## src/rtl/word_render_engine.sv

```systemverilog
// Word render engine: clears a rectangle, draws underscores and a cursor marker,
// then scans revealed glyphs through an external font ROM as a pixel stream.
module word_render_engine #(
  parameter int NUM_LETTERS = 10,
  parameter int GLYPH_W     = 3,
  parameter int GLYPH_H     = 5,
  parameter int PITCH       = 4,
  parameter int ORIGIN_X    = 20,
  parameter int ORIGIN_Y    = 100,
  parameter int CLEAR_W     = 41,
  parameter int CLEAR_H     = 10,
  parameter int COORD_W     = 7
) (
  input  logic                     clock,
  input  logic                     reset,
  input  logic                     start,
  input  logic [8*NUM_LETTERS-1:0] letters,
  input  logic [NUM_LETTERS-1:0]   reveal,
  input  logic [3:0]               cursor_idx,
  input  logic [2:0]               letter_col,
  output logic [7:0]               glyph_code,
  output logic [2:0]               glyph_row,
  input  logic [GLYPH_W-1:0]       glyph_bits,
  output logic [COORD_W-1:0]       x,
  output logic [COORD_W-1:0]       y,
  output logic [2:0]               colour,
  output logic                     plot,
  input  logic                     pix_ready,
  output logic                     busy,
  output logic                     done
);

  localparam int CNT_W  = $clog2(CLEAR_W + CLEAR_H + GLYPH_W + GLYPH_H);
  localparam int SLOT_W = $clog2(NUM_LETTERS + 1);

  localparam logic [CNT_W-1:0]   CLR_W_LAST = CNT_W'(CLEAR_W - 1);
  localparam logic [CNT_W-1:0]   CLR_H_LAST = CNT_W'(CLEAR_H - 1);
  localparam logic [CNT_W-1:0]   GW_LAST    = CNT_W'(GLYPH_W - 1);
  localparam logic [CNT_W-1:0]   GH_LAST    = CNT_W'(GLYPH_H - 1);
  localparam logic [SLOT_W-1:0]  SLOT_LAST  = SLOT_W'(NUM_LETTERS - 1);
  localparam logic [COORD_W-1:0] OX         = COORD_W'(ORIGIN_X);
  localparam logic [COORD_W-1:0] OY         = COORD_W'(ORIGIN_Y);
  localparam logic [COORD_W-1:0] UNDER_Y    = COORD_W'(ORIGIN_Y + GLYPH_H + 1);
  localparam logic [COORD_W-1:0] CURSOR_Y   = COORD_W'(ORIGIN_Y + GLYPH_H + 3);

  typedef enum logic [2:0] {IDLE, CLEAR, UNDER, CURSOR, LETTERS, DONE} state_t;

  state_t                   state;
  state_t                   next_phase;
  logic [8*NUM_LETTERS-1:0] letters_q;
  logic [NUM_LETTERS-1:0]   reveal_q;
  logic [3:0]               cursor_q;
  logic [2:0]               colour_q;
  logic [SLOT_W-1:0]        slot;
  logic [CNT_W-1:0]         cnt_i;
  logic [CNT_W-1:0]         cnt_o;
  logic                     plot_q;
  logic                     letter_bit;
  logic                     adv;
  logic                     last_px;
  logic                     cursor_ok;
  logic                     first_ok;
  logic                     next_ok;
  logic [SLOT_W-1:0]        first_slot;
  logic [SLOT_W-1:0]        next_slot;
  logic [SLOT_W-1:0]        sel_slot;

  function automatic logic [COORD_W-1:0] slot_x(input int s);
    return OX + COORD_W'(s * PITCH);
  endfunction

  // NOTE: during the glyph scan the font answers in the same cycle, so plot is
  // a combinational pick from glyph_bits; every other phase uses the register.
  always_comb begin
    letter_bit = 1'b0;
    for (int c = 0; c < GLYPH_W; c++)
      if (cnt_i == CNT_W'(c)) letter_bit = glyph_bits[GLYPH_W-1-c];
  end

  assign plot      = (state == LETTERS) ? letter_bit : plot_q;
  assign adv       = !plot || pix_ready;
  assign cursor_ok = int'(cursor_q) < NUM_LETTERS;

  // Lowest revealed slot overall, and lowest revealed slot above the current one.
  always_comb begin
    first_ok   = 1'b0;
    first_slot = '0;
    next_ok    = 1'b0;
    next_slot  = '0;
    for (int k = NUM_LETTERS - 1; k >= 0; k--) begin
      if (reveal_q[k]) begin
        first_ok   = 1'b1;
        first_slot = SLOT_W'(k);
        if (k > int'(slot)) begin
          next_ok   = 1'b1;
          next_slot = SLOT_W'(k);
        end
      end
    end
  end

  always_comb begin
    last_px    = 1'b0;
    next_phase = DONE;
    sel_slot   = (state == LETTERS) ? next_slot : first_slot;
    case (state)
      CLEAR: begin
        last_px    = (cnt_i == CLR_H_LAST) && (cnt_o == CLR_W_LAST);
        next_phase = UNDER;
      end
      UNDER: begin
        last_px    = (cnt_i == GW_LAST) && (slot == SLOT_LAST);
        next_phase = cursor_ok ? CURSOR : (first_ok ? LETTERS : DONE);
      end
      CURSOR: begin
        last_px    = (cnt_i == GW_LAST);
        next_phase = first_ok ? LETTERS : DONE;
      end
      LETTERS: begin
        last_px    = (cnt_i == GW_LAST) && (cnt_o == GH_LAST);
        next_phase = next_ok ? LETTERS : DONE;
      end
      default: ;
    endcase
  end

  // NOTE: all state below is updated with non-blocking assignments so every
  // register samples the pre-edge values regardless of statement order.
  always_ff @(posedge clock or posedge reset) begin
    if (reset) begin
      state      <= IDLE;
      letters_q  <= '0;
      reveal_q   <= '0;
      cursor_q   <= '0;
      colour_q   <= '0;
      slot       <= '0;
      cnt_i      <= '0;
      cnt_o      <= '0;
      x          <= '0;
      y          <= '0;
      colour     <= '0;
      plot_q     <= 1'b0;
      glyph_code <= '0;
      glyph_row  <= '0;
      busy       <= 1'b0;
      done       <= 1'b0;
    end else if (state inside {CLEAR, UNDER, CURSOR, LETTERS} && adv && last_px) begin
      state <= next_phase;
      cnt_i <= '0;
      cnt_o <= '0;
      case (next_phase)
        UNDER: begin
          slot   <= '0;
          x      <= OX;
          y      <= UNDER_Y;
          colour <= 3'b111;
        end
        CURSOR: begin
          x      <= slot_x(int'(cursor_q));
          y      <= CURSOR_Y;
          colour <= 3'b100;
        end
        LETTERS: begin
          slot       <= sel_slot;
          x          <= slot_x(int'(sel_slot));
          y          <= OY;
          colour     <= colour_q;
          glyph_code <= letters_q[int'(sel_slot)*8 +: 8];
          glyph_row  <= '0;
        end
        default: begin
          x          <= '0;
          y          <= '0;
          colour     <= '0;
          plot_q     <= 1'b0;
          glyph_code <= '0;
          glyph_row  <= '0;
          busy       <= 1'b0;
          done       <= 1'b1;
        end
      endcase
    end else begin
      case (state)
        IDLE: begin
          if (start) begin
            letters_q <= letters;
            reveal_q  <= reveal;
            cursor_q  <= cursor_idx;
            colour_q  <= letter_col;
            state     <= CLEAR;
            busy      <= 1'b1;
            plot_q    <= 1'b1;
            colour    <= 3'b000;
            x         <= OX;
            y         <= OY;
            cnt_i     <= '0;
            cnt_o     <= '0;
          end
        end
        CLEAR: begin
          if (adv) begin
            if (cnt_i != CLR_H_LAST) begin
              cnt_i <= cnt_i + 1'b1;
              y     <= y + 1'b1;
            end else begin
              cnt_i <= '0;
              cnt_o <= cnt_o + 1'b1;
              y     <= OY;
              x     <= x + 1'b1;
            end
          end
        end
        UNDER: begin
          if (adv) begin
            if (cnt_i != GW_LAST) begin
              cnt_i <= cnt_i + 1'b1;
              x     <= x + 1'b1;
            end else begin
              cnt_i <= '0;
              slot  <= slot + 1'b1;
              x     <= slot_x(int'(slot) + 1);
            end
          end
        end
        CURSOR: begin
          if (adv) begin
            cnt_i <= cnt_i + 1'b1;
            x     <= x + 1'b1;
          end
        end
        LETTERS: begin
          if (adv) begin
            if (cnt_i != GW_LAST) begin
              cnt_i <= cnt_i + 1'b1;
              x     <= x + 1'b1;
            end else begin
              cnt_i     <= '0;
              cnt_o     <= cnt_o + 1'b1;
              x         <= slot_x(int'(slot));
              y         <= y + 1'b1;
              glyph_row <= glyph_row + 1'b1;
            end
          end
        end
        DONE: begin
          state <= IDLE;
          done  <= 1'b0;
        end
        default: state <= IDLE;
      endcase
    end
  end

endmodule

```

## config.mk

```make
export PLATFORM = sky130hd
export DESIGN_NAME = word_render_engine
export DESIGN_NICKNAME = d
export VERILOG_FILES = /design/src/rtl/word_render_engine.sv
export SDC_FILE = /design/constraint.sdc
export NUM_CORES = 1
export LEC_CHECK = 0
export CELL_PAD_IN_SITES_DETAIL_PLACEMENT = 1
export CELL_PAD_IN_SITES_GLOBAL_PLACEMENT = 2
export CORE_ASPECT_RATIO = 1.1
export CORE_UTILIZATION = 38
export CTS_BUF_LIST = sky130_fd_sc_hd__clkbuf_4
export DETAILED_ROUTE_END_ITERATION = 8
export HOLD_SLACK_MARGIN = 0.12
export PLACE_DENSITY = 0.89
export SYNTH_ARGS = -nofsm -noshare
export SYNTH_HDL_FRONTEND = slang
export SYNTH_SLANG_ARGS = --single-unit
```

## constraint.sdc

```tcl
create_clock -name clock -period 14.5 [get_ports clock]
set_clock_uncertainty 0.1 [all_clocks]
set_input_delay 2.9 -clock clock [delete_from_list [all_inputs] [get_ports clock]]
set_output_delay 2.9 -clock clock [all_outputs]
set_load 0.005 [all_outputs]
```

# Yosys cells after proc, flatten, opt, wreduce, memory -nomap -nowiden
# Index checks and enable logic that the tools add are counted.
[word_totals]
elab_cells = 227
output_inout_bits = 31
in_bits = 104
register_bits = 146
[classes]
muxes = 124
order_cmp = 10
eq_ne = 29
n_reduce_logical = 35
bitwise_logic = 2
addsub = 11
n_shift = 1
[op_table]
columns = ["op", "n"]
rows = [
  ["$mux W4", 33],
  ["$mux W7", 15],
  ["$shiftx A80 B8 Y8", 1],
  ["$mux W6", 12],
  ["$pmux W7 S3", 3],
  ["$mux W1", 41],
  ["$pmux W7 S5", 1],
  ["$mux W3", 11],
  ["$pmux W6 S4", 1],
  ["$add A5 B6 Y7 const A", 3],
  ["$pmux W6 S3", 1],
  ["$gt A3 B4 Y1 const A", 4],
  ["$pmux W8 S2", 1],
  ["$add A7 B1 Y7 const B", 2],
  ["$add A6 B1 Y6 const B", 2],
  ["$eq A3 B2 Y1 const B", 4],
  ["$ne A3 B2 Y1 const B", 4],
  ["$pmux W3 S4", 1],
  ["$reduce_bool A2 Y1", 6],
  ["$reduce_and A5 Y1", 2],
  ["$eq A3 B3 Y1 const B", 3],
  ["$ne A3 B3 Y1 const B", 3],
  ["$pmux W3 S3", 1],
  ["$gt A2 B4 Y1 const A", 2],
  ["other kinds (39)", 55],
]

# Depth between registers and ports, before layout
[logic_depth]
word_depth = 25
ltp_mapped = 16
depth_no_buf = 14

# Worst setup path after synthesis
# Ideal clock, no wire load.
[synth_path]
path_kind = "input to output"
start = "in glyph_bits[1]"
end = "out plot"
t_required_ns = 11.500
path_stages = 3
slack_ns = 7.929
path_buffers = 0
arrival_time_ns = 3.571
cell_sequence = "and2_1 -> o31ai_1 -> o31ai_1"
[synth_via]
elab_chain_cells = 3
[synth_lines]
columns = ["element", "line_no", "rtl"]
rows = [
  ["start, declared", "23", "input logic [GLYPH_W-1:0] glyph_bits,"],
  ["$mux W1 (2 in series)", "77", "if (cnt_i == CNT_W'(c)) letter_bit = glyph_bits[GLYPH_W-1-c];"],
  ["$mux W1", "80", "assign plot = (state == LETTERS) ? letter_bit : plot_q;"],
  ["end, declared", "27", "output logic plot,"],
]
# Every way passes these cells.

# Final worst setup path
# Ends and elaborated chain as after synthesis.

==> run_results.csv <==
group,metric,value,unit
worst_setup_path,r2r-end,"cnt_o[5]$_DFFE_PP0P_",
worst_setup_path,timing.rr.start,"state[2]$_DFFE_PP0P_",
die,dieArea,0.0216,mm^2
worst_setup_path,crit_path_end,"plot",
power_and_ir_drop,p_per_area,96.3,mW/mm^2
yosys,synth_nets,886,
worst_setup_path,r2r_slack,10.53,ns
yosys,synth_seq_area_share,45.8,%
clock_tree,cts_resized,0,
worst_setup_path,worstSetupStartpointType,"primary input",
clock_tree,cts_buffers,17,
worst_setup_path,crit_arrival,4.47,ns
worst_hold_path,min_path_type,"reg2reg",
global_route,gr-usage-all-layers,21.5,%
drt,drt-vias-per-instance,5.45,
drt,firstDrtPassIters,4,
clock_tree,path_clk_slew,0.12,ns
timing,tightest_slew,0.987,ns
clock_tree,holdBufCountCts,0,
yosys,synthCells,768,
die,initial_core_util,38.7,%
timing,hold_violations,0,
clock_tree,root_buffer,"clkbuf_4",
place,hpwl,15.9,mm
timing,setup_viol,0,
global_route,grt_pass1_wl,36.5,mm
worst_setup_path,crit_start,"glyph_bits[1]",
timing,finalCriticalPeriod,7.47,ns
yosys,synth_area_leaders,"dfrtp_1, mux2_2, o21ai_0, mux2i_1, nand2_1",
drt,drt_iter0_markers,263,
power_and_ir_drop,cellLeakagePower,4.21,nW
drt,num_vias,6304,
yosys,ys_ff_latch,146,
clock_tree,cts_sinks,146,
drt,wl_per_cell,18.9,um
die,dieHeight,154,um
yosys,synth_edf_count,0,
global_route,grt_pass1_vias,6901,
die,design.core.area,0.0206,mm^2
status,status,"finished, final reports clean",
yosys,synth_area_leader_cell,"dfrtp_1",
yosys,synth_top_cells_by_count,"dfrtp_1, mux2_2, nand2_1, o21ai_0, nor2_1",
final_layout,area_delta_synth_final,22.9,%
timing,fin_crit_sh,51.5,%
global_route,grt_max_degree,90,
clock_tree,cts_tree,"built",
timing,rsz0062_at_grt,"no",
yosys,synth.top_cell.area_share,45.8,%
yosys,synthArstFlopShare,100,%
clock_tree,h-tree-depth,4,
timing,relSlewSlack,34.2,%
yosys,syn_area,0.00797,mm^2
worst_setup_path,critPathKind,"in2out",
timing,final_max_slew_viol_count,0,
power_and_ir_drop,p_total,0.000943,W
worst_setup_path,crit_fanout,2,
global_route,grt-ovfl-total,0,
die,ioPinCount,135,
drt,antenna_left,0,
yosys,synth-warning-count,0,
yosys,syn_avg_cell_area,10.4,um^2
die,die_x,140,um
die,rows,55,
final_layout,drive_gt1_share,18.4,%
worst_setup_path,r2r_cells,8,
worst_setup_path,worst_ep_required_time,11.50,ns
yosys,synthMostInstantiatedCell,"dfrtp_1",
clock_tree,post_cts_buffers,0,
job,maxCapViolCount,0,
place,portBuffers,134,
power_and_ir_drop,ir_drop,0.0589,mV
worst_setup_path,endpoint_kind,"primary output",
clock_tree,cts.path.max_buffers,2,
yosys,synthFlopType,"dfrtp_1",
clock_tree,clock_latency,0.56,ns
global_route,antenna_found_initial,4,
final_layout,nNetsFinal,1002,
drt,drc,0,
place,gp_congestion,0.790,
yosys,synth_cell_types,66,
drt,routed_wl,21.8,mm
final_layout,fillCellCount,2245,
timing,max_freq,134,MHz
timing,tns,0,ns
## kinds of logic after synthesis
family / share of synthesized area, %
buffers and inverters: 3.06
AO/OA/AOI/OAI: 16.4
AND/OR/NAND/NOR: 13.1
flip-flops: 45.8
multiplexers: 18.7
adder cells (fa/ha/maj): 2.20
XOR/XNOR: 0.769
## how the worst min path moves through the flow
| stage | slack [ns] | to | cells after the start | from |
|---|---|---|---|---|
| 2_1_floorplan | 0.37 | done$_DFFE_PP0P_ | 2 | done$_DFFE_PP0P_ |
| 3_3_place_gp | 0.38 | glyph_code[6]$_DFFE_PP0P_ | 2 | glyph_code[6]$_DFFE_PP0P_ |
| 5_1_grt | 0.44 | letters_q[2]$_DFFE_PP0P_ | 1 | letters_q[2]$_DFFE_PP0P_ |
| 4_1_cts | 0.42 | letters_q[23]$_DFFE_PP0P_ | 1 | letters_q[23]$_DFFE_PP0P_ |
| 3_5_place_dp | 0.39 | letters_q[5]$_DFFE_PP0P_ | 1 | letters_q[5]$_DFFE_PP0P_ |
| 6_report | 0.42 | letters_q[23]$_DFFE_PP0P_ | 1 | letters_q[23]$_DFFE_PP0P_ |
## per-layer routing
layer | global-route usage [%] | up-vias | wire length [um]
li1 | - | 3053 | -
met1 | 25.6 | 3110 | 9220
met2 | 36.9 | 114 | 10900
met3 | 7.13 | 27 | 1320
met4 | 5.81 | 0 | 407
met5 | 0 | - | 0
## sequential cells by signal, indices dropped and copies added, names as in the netlist
name and cells:
cnt_i 6, cnt_o 6, colour 3, colour_q 3, cursor_q 4, done 1, glyph_code 8, glyph_row 3
letters_q 80, plot_q 1, reveal_q 10, slot 4, state 3, x 7, y 7
## cell usage in the layout, fill, tap and decap left out, types with 4 or more instances in the layout
master and instances:
mux2i_1 25, xor2_1 4, mux2_2 110, o22a_1 4, a21oi_1 36, inv_1 16, clkdlybuf4s50_1 134, nor2_1 52
or2_2 4, a22oi_1 6, o22ai_1 4, clkbuf_4 17, o21a_1 4, nor4_1 4, buf_4 6, o211ai_1 18
a2bb2oi_1 8, and3_1 4, or3_1 6, a31oi_1 7, ha_1 14, nor3_1 11, nor2b_1 11, nand2_1 66
a32oi_1 4, a21o_1 8, o31ai_1 6, nand3_1 20, nand2b_1 9, inv_6 6, dfrtp_1 146, nand4_1 5
o21ai_0 55
## area by class of cell
type                       instances  area [um^2]  share of cell area, %
sequential                       146         3650                   37.3
clock inverter                    15          146                   1.49
tap                              256          320                   3.27
antenna                            3         7.51                 0.0766
multi-input combinational        562         4090                   41.7
inverter                          17         68.8                  0.703
clock buffer                      17          128                   1.30
timing repair buffer             140         1390                   14.2
## report_power, final
group	internal (W)	leakage, nW	switching, W
Sequential	0.000437	1.97	0.0000376
Combinational	0.000113	2.09	0.0000942
Clock	0.0000905	0.151	0.000171
## through the flow
stage / hold WS, ns / cell area [um^2] / utilization (%) / std cells / setup slack (ns)
finish: 0.418 / 9800 / 47.6 / 1156 / 7.03
global route: 0.441 / 9790 / 47.6 / 1154 / 6.92
CTS: 0.423 / 9790 / 47.6 / 1153 / 7.02
detailed placement: 0.395 / 9510 / 46.2 / 1121 / 7.03
global placement: 0.380 / 9510 / 46.2 / 1121 / 7.03
floorplan: 0.367 / 7970 / - / 768 / 7.58
## critical path, stage by stage
cell and delay [ns]:
clkdlybuf4s50_1 0.39, and2_1 0.15, o31ai_1 0.45, o31ai_1 0.12
clkdlybuf4s50_1 0.46
(Power assumes the default switching activity.)
